`src/rtl/discrete_mapper.sv`:
```
`default_nettype none
// ============================================================================
// Module   : discrete_mapper
// Brief    : Discrete-logic NES mapper (AxROM/UxROM/CNROM/GxROM by MODE) with
//            RMW double-store filter and LED stretcher. Define BUS_CONFLICT_EN
//            to AND written data with the flash byte at the write address.
// Revision : 1.0
// ============================================================================
module discrete_mapper #(
  parameter int MODE     = 0,
  parameter int PRG_AW   = 19,
  parameter int CHR_AW   = 17,
  parameter int MIRROR   = 1,
  parameter int LED_HOLD = 4095
) (
  input  logic                m2,
  input  logic                reset,
  input  logic                romsel,
  input  logic                cpu_rw_in,
  input  logic [14:0]         cpu_addr_in,
  input  logic [7:0]          cpu_data_in,
  input  logic [7:0]          prg_rom_data,
  output logic [PRG_AW-13:0]  cpu_addr_out,
  output logic                cpu_rd_out,
  output logic                cpu_wr_out,
  output logic                cpu_flash_ce,
  input  logic                ppu_rd_in,
  input  logic                ppu_wr_in,
  input  logic [3:0]          ppu_addr_in,
  output logic                ppu_rd_out,
  output logic                ppu_wr_out,
  output logic [CHR_AW-11:0]  ppu_addr_out,
  output logic                ppu_flash_ce,
  output logic                ppu_sram_ce,
  output logic                ppu_ciram_a10,
  output logic                ppu_ciram_ce,
  output logic                led
);

  localparam int          c_prg_ow   = PRG_AW - 12;
  localparam int          c_chr_ow   = CHR_AW - 10;
  localparam logic [15:0] c_led_hold = 16'(LED_HOLD);

  if (MODE < 0 || MODE > 3) begin : g_bad_mode
    $error("discrete_mapper: MODE must be 0..3");
  end
  if (PRG_AW < 15 || PRG_AW > 22) begin : g_bad_prg_aw
    $error("discrete_mapper: PRG_AW must be 15..22");
  end
  if (CHR_AW < 13 || CHR_AW > 20) begin : g_bad_chr_aw
    $error("discrete_mapper: CHR_AW must be 13..20");
  end
  if (LED_HOLD < 1 || LED_HOLD > 65535) begin : g_bad_led_hold
    $error("discrete_mapper: LED_HOLD must be 1..65535");
  end

  logic        w_strobe;
  logic        w_accept;
  logic [7:0]  w_wr_data;
  logic [7:0]  r_bank;
  logic        r_prev_wr;
  logic [15:0] r_led_cnt;
  logic [31:0] w_prg_full;
  logic [31:0] w_chr_full;
  logic        w_a13;

  assign w_strobe = ~romsel & ~cpu_rw_in;
  // Only the first store of a back-to-back pair lands (6502 RMW dummy write).
  assign w_accept = w_strobe & ~r_prev_wr;
  assign w_a13    = ppu_addr_in[3];

`ifdef BUS_CONFLICT_EN
  assign w_wr_data = cpu_data_in & prg_rom_data;
`else
  assign w_wr_data = cpu_data_in;
  logic w_unused_prg_data;
  assign w_unused_prg_data = &{1'b0, prg_rom_data};
`endif

  always_ff @(posedge m2) begin
    if (reset) begin
      r_bank    <= 8'd0;
      r_prev_wr <= 1'b0;
      r_led_cnt <= 16'd0;
    end else begin
      r_prev_wr <= w_strobe;
      if (w_accept) begin
        r_bank    <= w_wr_data;
        r_led_cnt <= c_led_hold;
      end else if (r_led_cnt != 16'd0) begin
        r_led_cnt <= r_led_cnt - 16'd1;
      end
    end
  end

  // Full-width bank/address concatenations, truncated to the configured size.
  always_comb begin
    w_prg_full = 32'd0;
    case (MODE)
      0:       w_prg_full = {21'd0, r_bank, cpu_addr_in[14:12]};
      1:       w_prg_full = cpu_addr_in[14] ? 32'hFFFF_FFFF
                                            : {22'd0, r_bank, cpu_addr_in[13:12]};
      2:       w_prg_full = {29'd0, cpu_addr_in[14:12]};
      3:       w_prg_full = {27'd0, r_bank[5:4], cpu_addr_in[14:12]};
      default: w_prg_full = 32'd0;
    endcase
  end

  always_comb begin
    w_chr_full   = {29'd0, ppu_addr_in[2:0]};
    ppu_flash_ce = 1'b1;
    ppu_sram_ce  = w_a13;
    case (MODE)
      2: begin
        w_chr_full   = {21'd0, r_bank, ppu_addr_in[2:0]};
        ppu_flash_ce = w_a13;
        ppu_sram_ce  = 1'b1;
      end
      3: begin
        w_chr_full   = {27'd0, r_bank[1:0], ppu_addr_in[2:0]};
        ppu_flash_ce = w_a13;
        ppu_sram_ce  = 1'b1;
      end
      default: begin
        w_chr_full   = {29'd0, ppu_addr_in[2:0]};
        ppu_flash_ce = 1'b1;
        ppu_sram_ce  = w_a13;
      end
    endcase
  end

  always_comb begin
    ppu_ciram_a10 = 1'b0;
    if (MODE == 0) begin
      ppu_ciram_a10 = r_bank[4];
    end else if (MIRROR == 0) begin
      ppu_ciram_a10 = ppu_addr_in[1];
    end else begin
      ppu_ciram_a10 = ppu_addr_in[0];
    end
  end

  assign cpu_addr_out = w_prg_full[c_prg_ow-1:0];
  assign ppu_addr_out = w_chr_full[c_chr_ow-1:0];
  assign cpu_rd_out   = ~cpu_rw_in;
  assign cpu_wr_out   = 1'b1;
  assign cpu_flash_ce = romsel;
  assign ppu_rd_out   = ppu_rd_in;
  assign ppu_wr_out   = ppu_wr_in;
  assign ppu_ciram_ce = ~w_a13;
  assign led          = (r_led_cnt != 16'd0) | ~romsel;

  logic w_unused_bits;
  assign w_unused_bits = &{1'b0, cpu_addr_in[11:0], w_prg_full, w_chr_full};

endmodule
`default_nettype wire

```
`config.mk`:
```
export PLATFORM = sky130hd
export DESIGN_NAME = discrete_mapper
export DESIGN_NICKNAME = d
export VERILOG_FILES = /design/src/rtl/discrete_mapper.sv
export SDC_FILE = /design/constraint.sdc
export NUM_CORES = 1
export LEC_CHECK = 0
export ABC_CLOCK_PERIOD_IN_PS = 2660
export BUFFER_PORTS_ARGS = -buffer_cell sky130_fd_sc_hd__buf_2
export CAP_MARGIN = 40
export CORE_UTILIZATION = 30
export CTS_BUF_LIST = sky130_fd_sc_hd__clkbuf_4
export DETAILED_ROUTE_END_ITERATION = 8
export PLACE_DENSITY = 0.67
export RECOVER_POWER = 50
export SLEW_MARGIN = 20
export SYNTH_ARGS = -nofsm -noshare
export SYNTH_HDL_FRONTEND = slang
export SYNTH_SLANG_ARGS = --single-unit
export TNS_END_PERCENT = 20
```
`constraint.sdc`:
```
create_clock -name m2 -period 2.66 [get_ports m2]
set_input_delay 0 -clock m2 [delete_from_list [all_inputs] [get_ports m2]]
set_output_delay 0 -clock m2 [all_outputs]
set_load 0.05 [all_outputs]
```
==> flow_results.xml, run 1 <==
<?xml version="1.0" encoding="UTF-8"?>
<metrics>
  <group name="setup_path">
    <metric name="arrival" unit="ps">2120</metric>
    <metric name="timing.critical_path.from_type" unit="">flop</metric>
    <metric name="criticalPathCategory" unit="">reg -&gt; out</metric>
    <metric name="rr_worst_depth" unit="">6</metric>
    <metric name="timing.rr.end" unit="">r_led_cnt[8]</metric>
    <metric name="crit_path_max_fanout" unit="">7</metric>
    <metric name="reg2reg_setup_slack" unit="ps">620</metric>
    <metric name="worst_reg2reg_path_startpoint" unit="">r_led_cnt[0]</metric>
    <metric name="crit_path_end_kind" unit="">primary output</metric>
    <metric name="required" unit="ps">2660</metric>
  </group>
  <group name="yosys">
    <metric name="ys_types" unit="">32</metric>
    <metric name="synth_area_per_cell" unit="um^2">7.99</metric>
    <metric name="synth_fa_ha_area_frac" unit="">0.0106</metric>
    <metric name="post-synth-top-area-fraction" unit="">0.375</metric>
    <metric name="main_combinational_cell_family_by_area_after_synthesis" unit="">simple AND/OR/NAND/NOR gates</metric>
    <metric name="synth_compound_area_frac" unit="">0.173</metric>
    <metric name="ys_seq_area_frac" unit="">0.375</metric>
    <metric name="async_reset_ff_frac" unit="">0</metric>
    <metric name="synthMuxAreaShare" unit="">0.00852</metric>
    <metric name="ys_warn_count" unit="">0</metric>
    <metric name="yosys_register_bits" unit="">22</metric>
    <metric name="synthTopCellsByArea" unit="">sky130_fd_sc_hd__dfxtp_1 37%, sky130_fd_sc_hd__buf_4 10%, sky130_fd_sc_hd__nand2_1 7.3%</metric>
    <metric name="synth_cells" unit="">147</metric>
    <metric name="synthSimpleGateAreaFrac" unit="">0.279</metric>
    <metric name="synth_most_common_cell" unit="">sky130_fd_sc_hd__nand2_1</metric>
    <metric name="synth.cell_area" unit="um^2">1170</metric>
    <metric name="yosysTopAreaCell" unit="">sky130_fd_sc_hd__dfxtp_1</metric>
    <metric name="postSynth.topFlopCell" unit="">sky130_fd_sc_hd__dfxtp_1</metric>
    <metric name="post_synth_xor_area_fraction" unit="">0.00745</metric>
    <metric name="synth_commonest_cells" unit="">23 x sky130_fd_sc_hd__nand2_1, 22 x sky130_fd_sc_hd__dfxtp_1, 16 x sky130_fd_sc_hd__buf_4</metric>
    <metric name="edff_count_synth" unit="">0</metric>
  </group>
  <group name="run">
    <metric name="max-cap-violations" unit="">0</metric>
  </group>
  <group name="timing">
    <metric name="finalCritPeriodShare" unit="">0.795</metric>
    <metric name="setup-tns-final" unit="ps">0</metric>
    <metric name="final-max-slew-violation-count" unit="">0</metric>
    <metric name="final_hold_viol_count" unit="">0</metric>
    <metric name="whs" unit="ps">0.0193</metric>
    <metric name="rsz0062_at_grt" unit="">no</metric>
    <metric name="timing.final.setup_violations" unit="">0</metric>
    <metric name="max_slew.worst_pin.slew" unit="ps">588</metric>
    <metric name="fmax" unit="MHz">473</metric>
    <metric name="clock-skew-final" unit="ps">4.81</metric>
    <metric name="timing.max_slew.rel_slack" unit="">0.605</metric>
    <metric name="period_minus_slack" unit="ps">2120</metric>
  </group>
  <group name="pwr">
    <metric name="cellLeakagePower" unit="uW">0.000493</metric>
    <metric name="power_per_cell_area" unit="nW/um^2">648</metric>
    <metric name="ir_worst_vdd" unit="mV">0.344</metric>
  </group>
  <group name="finish">
    <metric name="final-seq-area" unit="um^2">440</metric>
    <metric name="diode_count" unit="">0</metric>
    <metric name="final_net_count" unit="">205</metric>
    <metric name="area_of_combinational_cells_with_multiple_inputs" unit="um^2">584</metric>
    <metric name="proportion_of_layout_cells_with_a_drive_suffix_above_1" unit="">0.111</metric>
    <metric name="postLayoutCoreUtil" unit="">0.350</metric>
    <metric name="syn_to_final_growth" unit="%">10.8</metric>
    <metric name="fill_cells" unit="">402</metric>
  </group>
  <group name="place">
    <metric name="io_buffers" unit="">19</metric>
    <metric name="detailed_place_hpwl" unit="mm">1.56</metric>
    <metric name="gpl.final_weighted_congestion" unit="">0.828</metric>
  </group>
  <group name="drt">
    <metric name="drt_first_iter_violations" unit="">19</metric>
    <metric name="drt.antenna.violating_nets" unit="">0</metric>
    <metric name="vias" unit="">1029</metric>
    <metric name="drt-vias-per-instance" unit="">4.90</metric>
    <metric name="route.final.wire_length" unit="mm">2.33</metric>
    <metric name="drt_first_pass_iters" unit="">4</metric>
    <metric name="wl_per_cell" unit="um">11.1</metric>
    <metric name="final_routed_drc_violation_total" unit="">0</metric>
  </group>
  <group name="min_path">
    <metric name="min_delay_path_depth" unit="">0</metric>
    <metric name="holdPathEnd" unit="">cpu_addr_out[1]</metric>
    <metric name="hp-class" unit="">in -&gt; out</metric>
    <metric name="holdCritStartpoint" unit="">cpu_addr_in[13]</metric>
  </group>
  <group name="floorplan">
    <metric name="dieArea" unit="um^2">4170</metric>
    <metric name="dieHeight" unit="um">64.6</metric>
    <metric name="initial_utilization" unit="">0.316</metric>
    <metric name="die_width" unit="um">64.6</metric>
    <metric name="std_cell_rows" unit="">22</metric>
    <metric name="placeableCoreArea" unit="um^2">3720</metric>
    <metric name="top_level_pins" unit="">65</metric>
  </group>
  <group name="run_status">
    <metric name="result_of_the_run" unit="">complete, no violations</metric>
  </group>
  <group name="clock_tree">
    <metric name="post-cts-setup-buffer-count" unit="">0</metric>
    <metric name="cts.hold.buffers_added" unit="">7</metric>
    <metric name="cts_tree" unit="">done</metric>
    <metric name="clk_pin_slew" unit="ps">130</metric>
    <metric name="max-clock-path-buffers" unit="">2</metric>
    <metric name="clk_root_buffer_cell" unit="">sky130_fd_sc_hd__clkbuf_4</metric>
    <metric name="ctsResizeCount" unit="">0</metric>
    <metric name="numCtsBuffers" unit="">3</metric>
    <metric name="clock-sinks" unit="">22</metric>
    <metric name="clk_latency" unit="ps">310</metric>
    <metric name="cts.htree.levels" unit="">1</metric>
  </group>
  <group name="grt">
    <metric name="global_route.usage.total" unit="">0.120</metric>
    <metric name="grt_pass1_vias" unit="">888</metric>
    <metric name="globalRoute.totalOverflow" unit="">0</metric>
    <metric name="grt_antenna_before_repair" unit="">0</metric>
    <metric name="wire_length_of_the_first_global_routing_pass" unit="mm">3.90</metric>
    <metric name="grt_max_degree" unit="">22</metric>
  </group>
</metrics>
## cells in the final DEF (no fill, tap or decap), drive strengths merged, types with 2 or more instances in the layout
cell type    instances
or4                  4
clkbuf              13
or4b                 2
nor2                 5
a31oi                8
o21ai                3
o31ai                4
nor4                 5
dfxtp               22
nand4                5
nor3                 4
conb                 6
a21oi               14
or3                  4
buf                 10
nand2               23
inv                  8
or2                  2
dlygate4sd3          7
## routing by layer
layer  vias to the layer above  track usage  part of all wire
met5                         -            0                 0
met4                         0       0.0611             0.017
met3                         5       0.0229             0.040
met2                        30        0.196              0.46
met1                       454        0.148              0.48
li1                        540            -                 -
## metrics by stage
step | cell area [um^2] | cells | setup WS, ps | power [uW]
5_1_grt | 1300 | 210 | 373 | 899
2_1_floorplan | 1190 | 151 | 787 | 667
4_1_cts | 1310 | 210 | 535 | 850
3_5_place_dp | 1220 | 199 | 666 | 684
3_3_place_gp | 1220 | 199 | 692 | 680
6_report | 1300 | 210 | 545 | 843
## cell type report
class,count,area share
Clock buffer,3,0.0173
Clock inverter,1,0.00288
Inverter,8,0.0231
Multi-Input combinational cell,101,0.449
Sequential cell,22,0.338
Tap cell,48,0.0462
Timing Repair Buffer,27,0.123
## flip-flops by register name, indices dropped and copies added, names as in the netlist
name       flops
r_led_cnt     16
r_bank         5
r_prev_wr      1
## worst max-delay path, cell delays in order, from the launching register on
cell and delay, ps:
sky130_fd_sc_hd__dfxtp_1 370, sky130_fd_sc_hd__inv_1 70, sky130_fd_sc_hd__ha_1 280, sky130_fd_sc_hd__nor3b_1 370
sky130_fd_sc_hd__nand4_1 330, sky130_fd_sc_hd__inv_1 130, sky130_fd_sc_hd__nand2_1 50, sky130_fd_sc_hd__buf_2 200
## kinds of logic (layout without fill, tap and decap cells)
kind of cell,count (synthesis),in the layout
AOI/OAI and AO/OA,33,33
and+or+nand+nor,59,59
xor gates and xnor gates,1,1
muxes,1,1
DFF,22,22
buffers and inverters,28,39
adders and majority gates,1,1
other,2,6
## power by group
| group | total (uW) | internal, uW | switching (uW) |
|---|---|---|---|
| clock | 158 | 54.8 | 104 |
| sequential | 412 | 367 | 44.7 |
| combinational | 273 | 103 | 170 |
| total | 843 | 525 | 318 |
## how the worst max path moves through the flow
stage	start	end	slack, ps	cells after the start
global route	r_led_cnt[0]	led	370	7
floorplan	r_led_cnt[6]	r_led_cnt[13]	790	4
finish	r_led_cnt[0]	led	540	7
detailed placement	r_led_cnt[0]	r_led_cnt[8]	670	6
CTS	r_led_cnt[0]	led	530	7
global placement	r_led_cnt[6]	r_led_cnt[13]	690	4
Power figures use the tool's default switching activity.
==> run 2: changes to the inputs <==
--- a/config.mk
+++ b/config.mk
@@ -5,7 +5,8 @@
 export SDC_FILE = /design/constraint.sdc
 export NUM_CORES = 1
 export LEC_CHECK = 0
-export ABC_CLOCK_PERIOD_IN_PS = 2660
+export ABC_AREA = 1
+export ABC_CLOCK_PERIOD_IN_PS = 1900
 export BUFFER_PORTS_ARGS = -buffer_cell sky130_fd_sc_hd__buf_2
 export CAP_MARGIN = 40
 export CORE_UTILIZATION = 30
==> constraint.sdc (replaced) <==
create_clock -name m2 -period 1.9 [get_ports m2]
set_input_delay 0 -clock m2 [delete_from_list [all_inputs] [get_ports m2]]
set_output_delay 0 -clock m2 [all_outputs]
set_load 0.05 [all_outputs]
==> flow_results.xml, run 2 <==
<?xml version="1.0" encoding="UTF-8"?>
<metrics>
  <group name="timing">
    <metric name="finalCritPeriodShare" unit="">0.871</metric>
    <metric name="final_hold_viol_count" unit="">0</metric>
    <metric name="clock-skew-final" unit="ps">4.09</metric>
    <metric name="timing.max_slew.rel_slack" unit="">0.603</metric>
    <metric name="period_minus_slack" unit="ps">1650</metric>
    <metric name="rsz0062_at_grt" unit="">no</metric>
    <metric name="fmax" unit="MHz">604</metric>
    <metric name="timing.final.setup_violations" unit="">0</metric>
    <metric name="setup-tns-final" unit="ps">0</metric>
    <metric name="final-max-slew-violation-count" unit="">0</metric>
    <metric name="max_slew.worst_pin.slew" unit="ps">598</metric>
  </group>
  <group name="min_path">
    <metric name="hp-class" unit="">in -&gt; out</metric>
  </group>
  <group name="yosys">
    <metric name="synth_area_per_cell" unit="um^2">6.55</metric>
    <metric name="synth_cells" unit="">202</metric>
    <metric name="synthTopCellsByArea" unit="">sky130_fd_sc_hd__dfxtp_1 33%, sky130_fd_sc_hd__nor2_1 12%, sky130_fd_sc_hd__nand2_1 9.4%</metric>
    <metric name="ys_types" unit="">23</metric>
    <metric name="post-synth-top-area-fraction" unit="">0.333</metric>
    <metric name="ys_warn_count" unit="">0</metric>
    <metric name="ys_seq_area_frac" unit="">0.333</metric>
    <metric name="postSynth.topFlopCell" unit="">sky130_fd_sc_hd__dfxtp_1</metric>
    <metric name="synth_most_common_cell" unit="">sky130_fd_sc_hd__nor2_1</metric>
    <metric name="synth.cell_area" unit="um^2">1320</metric>
    <metric name="yosysTopAreaCell" unit="">sky130_fd_sc_hd__dfxtp_1</metric>
    <metric name="yosys_register_bits" unit="">22</metric>
    <metric name="edff_count_synth" unit="">0</metric>
    <metric name="synth_commonest_cells" unit="">41 x sky130_fd_sc_hd__nor2_1, 33 x sky130_fd_sc_hd__nand2_1, 22 x sky130_fd_sc_hd__dfxtp_1, 22 x sky130_fd_sc_hd__inv_1, 17 x sky130_fd_sc_hd__nand3_1</metric>
    <metric name="async_reset_ff_frac" unit="">0</metric>
  </group>
  <group name="place">
    <metric name="post-place-cells" unit="">257</metric>
    <metric name="gpl.final_weighted_congestion" unit="">0.881</metric>
    <metric name="io_buffers" unit="">19</metric>
    <metric name="detailed_place_hpwl" unit="mm">1.91</metric>
  </group>
  <group name="finish">
    <metric name="postLayoutCoreUtil" unit="">0.357</metric>
    <metric name="most-common-layout-cells" unit="">41 x sky130_fd_sc_hd__nor2_1, 34 x sky130_fd_sc_hd__nand2_1, 23 x sky130_fd_sc_hd__inv_1, 22 x sky130_fd_sc_hd__dfxtp_1, 17 x sky130_fd_sc_hd__nand3_1</metric>
    <metric name="largest_register_ff_count" unit="">16</metric>
    <metric name="final_net_count" unit="">261</metric>
    <metric name="final_common_cell" unit="">sky130_fd_sc_hd__nor2_1</metric>
    <metric name="syn_to_final_growth" unit="%">11.0</metric>
    <metric name="area_of_combinational_cells_with_multiple_inputs" unit="um^2">669</metric>
    <metric name="final-seq-area" unit="um^2">440</metric>
    <metric name="largest_register" unit="">r_led_cnt</metric>
    <metric name="fill_cells" unit="">457</metric>
    <metric name="diode_count" unit="">0</metric>
    <metric name="layoutNonFillerInstCount" unit="">268</metric>
    <metric name="proportion_of_layout_cells_with_a_drive_suffix_above_1" unit="">0.128</metric>
    <metric name="reg_top3" unit="">r_led_cnt: 16 flops, r_bank: 5 flops, r_prev_wr: 1 flops</metric>
  </group>
  <group name="pwr">
    <metric name="clockPowerShare" unit="">0.255</metric>
    <metric name="comb_power_share" unit="">0.357</metric>
    <metric name="internal_power" unit="uW">891</metric>
    <metric name="ir_worst_vdd" unit="mV">0.437</metric>
    <metric name="power_per_cell_area" unit="nW/um^2">988</metric>
    <metric name="power_switching_share" unit="">0.385</metric>
    <metric name="cellLeakagePower" unit="uW">0.000691</metric>
    <metric name="power.sequential.fraction" unit="">0.389</metric>
    <metric name="power_switching" unit="uW">559</metric>
  </group>
  <group name="run">
    <metric name="max-cap-violations" unit="">0</metric>
  </group>
  <group name="drt">
    <metric name="wl_per_cell" unit="um">10.0</metric>
    <metric name="final_routed_drc_violation_total" unit="">0</metric>
    <metric name="drt-vias-per-instance" unit="">4.60</metric>
    <metric name="drt_first_iter_violations" unit="">54</metric>
    <metric name="route.final.wire_length" unit="mm">2.69</metric>
    <metric name="drt_first_pass_iters" unit="">4</metric>
    <metric name="drt.antenna.violating_nets" unit="">0</metric>
    <metric name="vias" unit="">1232</metric>
  </group>
  <group name="grt">
    <metric name="wire_length_of_the_first_global_routing_pass" unit="mm">4.63</metric>
    <metric name="globalRoute.totalOverflow" unit="">0</metric>
    <metric name="global_route.usage.total" unit="">0.132</metric>
    <metric name="grt_antenna_before_repair" unit="">0</metric>
    <metric name="grt_pass1_vias" unit="">1133</metric>
    <metric name="grt_max_degree" unit="">16</metric>
  </group>
  <group name="floorplan">
    <metric name="dieHeight" unit="um">68.4</metric>
    <metric name="placeableCoreArea" unit="um^2">4120</metric>
    <metric name="initial_utilization" unit="">0.321</metric>
    <metric name="die_width" unit="um">68.4</metric>
    <metric name="std_cell_rows" unit="">23</metric>
    <metric name="top_level_pins" unit="">65</metric>
    <metric name="dieArea" unit="um^2">4680</metric>
  </group>
  <group name="clock_tree">
    <metric name="clock-sinks" unit="">22</metric>
    <metric name="cts.htree.levels" unit="">1</metric>
    <metric name="clk_root_buffer_cell" unit="">sky130_fd_sc_hd__clkbuf_4</metric>
    <metric name="clk_latency" unit="ps">320</metric>
    <metric name="clk_pin_slew" unit="ps">130</metric>
    <metric name="max-clock-path-buffers" unit="">2</metric>
    <metric name="numCtsBuffers" unit="">3</metric>
    <metric name="cts_tree" unit="">done</metric>
  </group>
  <group name="run_status">
    <metric name="result_of_the_run" unit="">complete, no violations</metric>
  </group>
  <group name="setup_path">
    <metric name="arrival" unit="ps">1650</metric>
    <metric name="timing.critical_path.from_type" unit="">flop</metric>
    <metric name="cp_cell_sequence" unit="">inv_1 &gt; ha_1 &gt; nand2_2 &gt; nor2_4 &gt; nand3_1 &gt; buf_2</metric>
    <metric name="cpPeakStageDelay" unit="ps">440</metric>
    <metric name="crit_path_end_kind" unit="">primary output</metric>
    <metric name="criticalPathCategory" unit="">reg -&gt; out</metric>
    <metric name="cpMaxStageDelayCell" unit="">sky130_fd_sc_hd__dfxtp_1</metric>
    <metric name="crit_path_max_fanout" unit="">6</metric>
    <metric name="required" unit="ps">1900</metric>
  </group>
</metrics>
run 2: routing by layer:
layer / share of wire / global-route usage
met5: 0 / 0
met2: 0.47 / 0.229
met4: 0.0045 / 0.0417
met1: 0.47 / 0.158
met3: 0.052 / 0.0333
run 2: path summary, 6_finish.rpt:
path	start	end	slack [ps]	cells past startpoint
setup / recovery	r_led_cnt[0]	led	250	6
hold reg to reg	r_bank[1]	r_bank[1]	500	2
hold / removal	cpu_addr_in[12]	cpu_addr_out[0]	0.02	0
setup reg to reg	r_led_cnt[0]	r_led_cnt[1]	450	9
run 2: layout make-up:
cell class	count	area share
Clock buffer	3	0.0153
Clock inverter	1	0.0205
Inverter	24	0.0614
Multi-Input combinational cell	142	0.456
Sequential cell	22	0.300
Tap cell	50	0.0426
Timing Repair Buffer	26	0.104
run 2: power groups by stage:
stage,logic [uW],registers [uW],clock network [uW]
2_1_floorplan,457,588,0
3_3_place_gp,501,573,0
3_5_place_dp,509,573,0
4_1_cts,522,563,379
5_1_grt,585,571,397
6_report,517,564,369
run 2: metrics by stage:
stage          hold slack, ps  setup slack (ps)  area [um^2]  total power (uW)
2_1_floorplan            69.1               616         1340              1050
3_3_place_gp            0.341               488         1360              1070
3_5_place_dp            0.341               479         1360              1080
4_1_cts                 0.341               246         1480              1460
5_1_grt                0.0811               126         1470              1550
6_report               0.0220               245         1470              1450
run 2: kinds of logic (layout without fill, tap and decap cells):
| group | after synthesis | after routing | share of synthesized area |
|---|---|---|---|
| AND/OR/NAND/NOR | 112 | 112 | 0.394 |
| buffers and inverters | 42 | 54 | 0.170 |
| AO/OA/AOI/OAI | 23 | 23 | 0.0880 |
| flip-flops | 22 | 22 | 0.333 |
| other | 2 | 6 | 0.00568 |
| adder cells (fa/ha/maj) | 1 | 1 | 0.00946 |
run 2: critical path: cells and delay by family, from the launching register on:
kind	cells	cell delay (ps)
DFF	1	440
and+or+nand+nor	3	290
adders and majority gates	1	260
buffers and inverters	2	350
run 2: what timing repair did:
action,4_1_cts,5_1_grt
endpoints found under the hold margin,6,0
gates resized for setup,0,0
hold buffers,7,0
setup buffers,0,0
==> run 3: changes to the inputs <==
--- a/config.mk
+++ b/config.mk
@@ -6,14 +6,15 @@
 export NUM_CORES = 1
 export LEC_CHECK = 0
 export ABC_AREA = 1
-export ABC_CLOCK_PERIOD_IN_PS = 1900
+export ABC_CLOCK_PERIOD_IN_PS = 1700
 export BUFFER_PORTS_ARGS = -buffer_cell sky130_fd_sc_hd__buf_2
 export CAP_MARGIN = 40
 export CORE_UTILIZATION = 30
 export CTS_BUF_LIST = sky130_fd_sc_hd__clkbuf_4
 export DETAILED_ROUTE_END_ITERATION = 8
-export PLACE_DENSITY = 0.67
+export PLACE_DENSITY = 0.65
 export RECOVER_POWER = 50
+export SETUP_SLACK_MARGIN = 0.1
 export SLEW_MARGIN = 20
 export SYNTH_ARGS = -nofsm -noshare
 export SYNTH_HDL_FRONTEND = slang
==> constraint.sdc (replaced) <==
create_clock -name m2 -period 1.7 [get_ports m2]
set_input_delay 0 -clock m2 [delete_from_list [all_inputs] [get_ports m2]]
set_output_delay 0 -clock m2 [all_outputs]
set_load 0.05 [all_outputs]
==> flow_results.xml, run 3 (synthesis results as in run 2) <==
<?xml version="1.0" encoding="UTF-8"?>
<metrics>
  <group name="run_status">
    <metric name="result_of_the_run" unit="">complete, no violations</metric>
  </group>
  <group name="floorplan">
    <metric name="die_width" unit="um">68.4</metric>
    <metric name="initial_utilization" unit="">0.321</metric>
    <metric name="dieHeight" unit="um">68.4</metric>
    <metric name="dieArea" unit="um^2">4680</metric>
    <metric name="placeableCoreArea" unit="um^2">4120</metric>
    <metric name="std_cell_rows" unit="">23</metric>
    <metric name="top_level_pins" unit="">65</metric>
  </group>
  <group name="place">
    <metric name="preCtsSetupSlack" unit="ps">279</metric>
    <metric name="io_buffers" unit="">19</metric>
    <metric name="detailed_place_hpwl" unit="mm">1.97</metric>
    <metric name="placed_cell_area" unit="um^2">1360</metric>
    <metric name="gpl.final_weighted_congestion" unit="">0.879</metric>
  </group>
  <group name="timing">
    <metric name="final-max-slew-violation-count" unit="">0</metric>
    <metric name="setup-tns-final" unit="ps">0</metric>
    <metric name="period_minus_slack" unit="ps">1500</metric>
    <metric name="finalCritPeriodShare" unit="">0.881</metric>
    <metric name="final_hold_viol_count" unit="">0</metric>
    <metric name="final.setup.worst_slack" unit="ps">202</metric>
    <metric name="rsz0062_at_grt" unit="">no</metric>
    <metric name="clock-skew-final" unit="ps">6.15</metric>
    <metric name="timing.max_slew.rel_slack" unit="">0.605</metric>
    <metric name="fmax" unit="MHz">667</metric>
    <metric name="timing.final.setup_violations" unit="">0</metric>
    <metric name="max_slew.worst_pin.slew" unit="ps">595</metric>
  </group>
  <group name="setup_path">
    <metric name="crit_path_end_kind" unit="">primary output</metric>
    <metric name="criticalPathCategory" unit="">reg -&gt; out</metric>
    <metric name="reg2reg_setup_slack" unit="ps">320</metric>
    <metric name="timing.critical_path.from_type" unit="">flop</metric>
    <metric name="timing.rr.end" unit="">r_led_cnt[15]</metric>
    <metric name="required" unit="ps">1700</metric>
    <metric name="worst_path_dominant_cell_family" unit="">simple AND/OR/NAND/NOR gates</metric>
    <metric name="worst_reg2reg_path_startpoint" unit="">r_prev_wr</metric>
    <metric name="rr_worst_depth" unit="">6</metric>
    <metric name="cpPeakStageDelay" unit="ps">350</metric>
    <metric name="cpMaxStageDelayCell" unit="">sky130_fd_sc_hd__dfxtp_1</metric>
    <metric name="cp_cell_sequence" unit="">inv_1 &gt; ha_4 &gt; nand2_2 &gt; nor2_4 &gt; nand3_1 &gt; buf_4</metric>
    <metric name="crit_path_max_fanout" unit="">4</metric>
    <metric name="arrival" unit="ps">1500</metric>
    <metric name="critical_path.n_buffers_inverters" unit="">2</metric>
  </group>
  <group name="drt">
    <metric name="wl_met2" unit="mm">1.29</metric>
    <metric name="route.top_layer_used" unit="">met3</metric>
    <metric name="route.met3.wl" unit="um">120</metric>
    <metric name="drt_first_pass_iters" unit="">4</metric>
    <metric name="drt.antenna.violating_nets" unit="">0</metric>
    <metric name="vias" unit="">1237</metric>
    <metric name="wl_per_cell" unit="um">10.1</metric>
    <metric name="drt_first_iter_violations" unit="">47</metric>
    <metric name="final_routed_drc_violation_total" unit="">0</metric>
    <metric name="route.final.wire_length" unit="mm">2.72</metric>
    <metric name="drt-vias-per-instance" unit="">4.62</metric>
    <metric name="wl_met1" unit="mm">1.31</metric>
  </group>
  <group name="finish">
    <metric name="proportion_of_layout_cells_with_a_drive_suffix_above_1" unit="">0.138</metric>
    <metric name="reg_top3" unit="">r_led_cnt: 16 flops, r_bank: 5 flops, r_prev_wr: 1 flops</metric>
    <metric name="largest_register" unit="">r_led_cnt</metric>
    <metric name="final_common_cell" unit="">sky130_fd_sc_hd__nor2_1</metric>
    <metric name="largest_register_ff_count" unit="">16</metric>
    <metric name="most-common-layout-cells" unit="">41 x sky130_fd_sc_hd__nor2_1, 34 x sky130_fd_sc_hd__nand2_1, 22 x sky130_fd_sc_hd__inv_1, 21 x sky130_fd_sc_hd__dfxtp_1, 17 x sky130_fd_sc_hd__nand3_1</metric>
    <metric name="post_layout_instance_area" unit="um^2">1460</metric>
    <metric name="diode_count" unit="">0</metric>
    <metric name="syn_to_final_growth" unit="%">10.4</metric>
    <metric name="final_net_count" unit="">261</metric>
  </group>
  <group name="min_path">
    <metric name="hp-class" unit="">in -&gt; out</metric>
    <metric name="holdPathEnd" unit="">cpu_addr_out[0]</metric>
    <metric name="holdCritStartpoint" unit="">cpu_addr_in[12]</metric>
    <metric name="min_delay_path_depth" unit="">0</metric>
  </group>
  <group name="pwr">
    <metric name="ir_worst_vdd" unit="mV">0.617</metric>
    <metric name="cellLeakagePower" unit="uW">0.000682</metric>
    <metric name="power_per_cell_area" unit="nW/um^2">1010</metric>
  </group>
  <group name="clock_tree">
    <metric name="clk_latency" unit="ps">320</metric>
    <metric name="clk_pin_slew" unit="ps">120</metric>
    <metric name="numCtsBuffers" unit="">3</metric>
    <metric name="cts_tree" unit="">done</metric>
    <metric name="max-clock-path-buffers" unit="">2</metric>
    <metric name="clock-sinks" unit="">22</metric>
    <metric name="post-cts-setup-buffer-count" unit="">0</metric>
    <metric name="clk_root_buffer_cell" unit="">sky130_fd_sc_hd__clkbuf_4</metric>
    <metric name="cts.htree.levels" unit="">1</metric>
  </group>
  <group name="grt">
    <metric name="global_route.usage.total" unit="">0.130</metric>
    <metric name="wire_length_of_the_first_global_routing_pass" unit="mm">4.58</metric>
    <metric name="globalRoute.totalOverflow" unit="">0</metric>
    <metric name="grt_max_degree" unit="">16</metric>
    <metric name="grt_antenna_before_repair" unit="">0</metric>
    <metric name="grt_pass1_vias" unit="">1106</metric>
  </group>
  <group name="run">
    <metric name="max-cap-violations" unit="">0</metric>
  </group>
</metrics>
[run 3: changes by cell type in the layout (fill, tap and decap cells not counted)]
cell / delta
sky130_fd_sc_hd__buf_2: -1
sky130_fd_sc_hd__buf_4: +1
sky130_fd_sc_hd__bufinv_16: -1
sky130_fd_sc_hd__clkinv_1: +1
sky130_fd_sc_hd__dfxtp_1: -1
sky130_fd_sc_hd__dfxtp_4: +1
sky130_fd_sc_hd__ha_1: -1
sky130_fd_sc_hd__ha_4: +1
sky130_fd_sc_hd__inv_1: -1
sky130_fd_sc_hd__inv_2: +1
[run 3: through the flow]
step / cells / total power, uW / util / hold WS (ps)
2_1_floorplan: 206 / 1170 / - / 69.1
3_3_place_gp: 257 / 1200 / 0.330 / 0.341
3_5_place_dp: 257 / 1210 / 0.330 / 0.341
4_1_cts: 268 / 1470 / 0.355 / 0.341
5_1_grt: 268 / 1590 / 0.355 / 0.134
6_report: 268 / 1470 / 0.355 / 0.0220
[run 3: cell type report]
| cell class | count | area [um^2] |
|---|---|---|
| timing repair buffer | 26 | 155 |
| inverter | 24 | 90.1 |
| tap | 50 | 62.6 |
| multi-input combinational | 142 | 682 |
| clock buffer | 3 | 22.5 |
| clock inverter | 1 | 3.75 |
| sequential | 22 | 444 |
| fill | 455 | 2660 |
[run 3: where the power goes]
group	internal [uW]	switching [uW]
registers	575	56.9
logic	190	397
clock network	86.0	169
[run 3: timing repair]
item	in CTS	in global routing
hold buffers	7	0
endpoints found under the hold margin	6	0
pin swaps	0	1
endpoints found under the setup margin	1	1
resized for setup	2	4
[run 3: routing by layer]
layer	GRT usage	up-vias
met3	0.0350	0
li1	-	642
met1	0.157	564
met5	0	-
met4	0.0234	0
met2	0.229	31
[run 3: how the worst max path moves through the flow]
| stage | from | end | slack (ps) | cells past startpoint |
|---|---|---|---|---|
| CTS | r_led_cnt[0] | led | 110 | 6 |
| floorplan | r_led_cnt[0] | led | 420 | 5 |
| global route | r_led_cnt[1] | led | 100 | 6 |
| detailed placement | r_led_cnt[0] | r_led_cnt[1] | 280 | 9 |
| global placement | r_led_cnt[0] | r_led_cnt[1] | 290 | 9 |
| finish | r_led_cnt[1] | led | 200 | 6 |
[run 3: worst register-to-register path: stages, from the launching register on]
cell and delay [ps]:
sky130_fd_sc_hd__dfxtp_1 320, sky130_fd_sc_hd__inv_1 40, sky130_fd_sc_hd__nand2_1 190, sky130_fd_sc_hd__inv_1 460, sky130_fd_sc_hd__nor2_1 110, sky130_fd_sc_hd__inv_1 120
sky130_fd_sc_hd__nor2_1 50
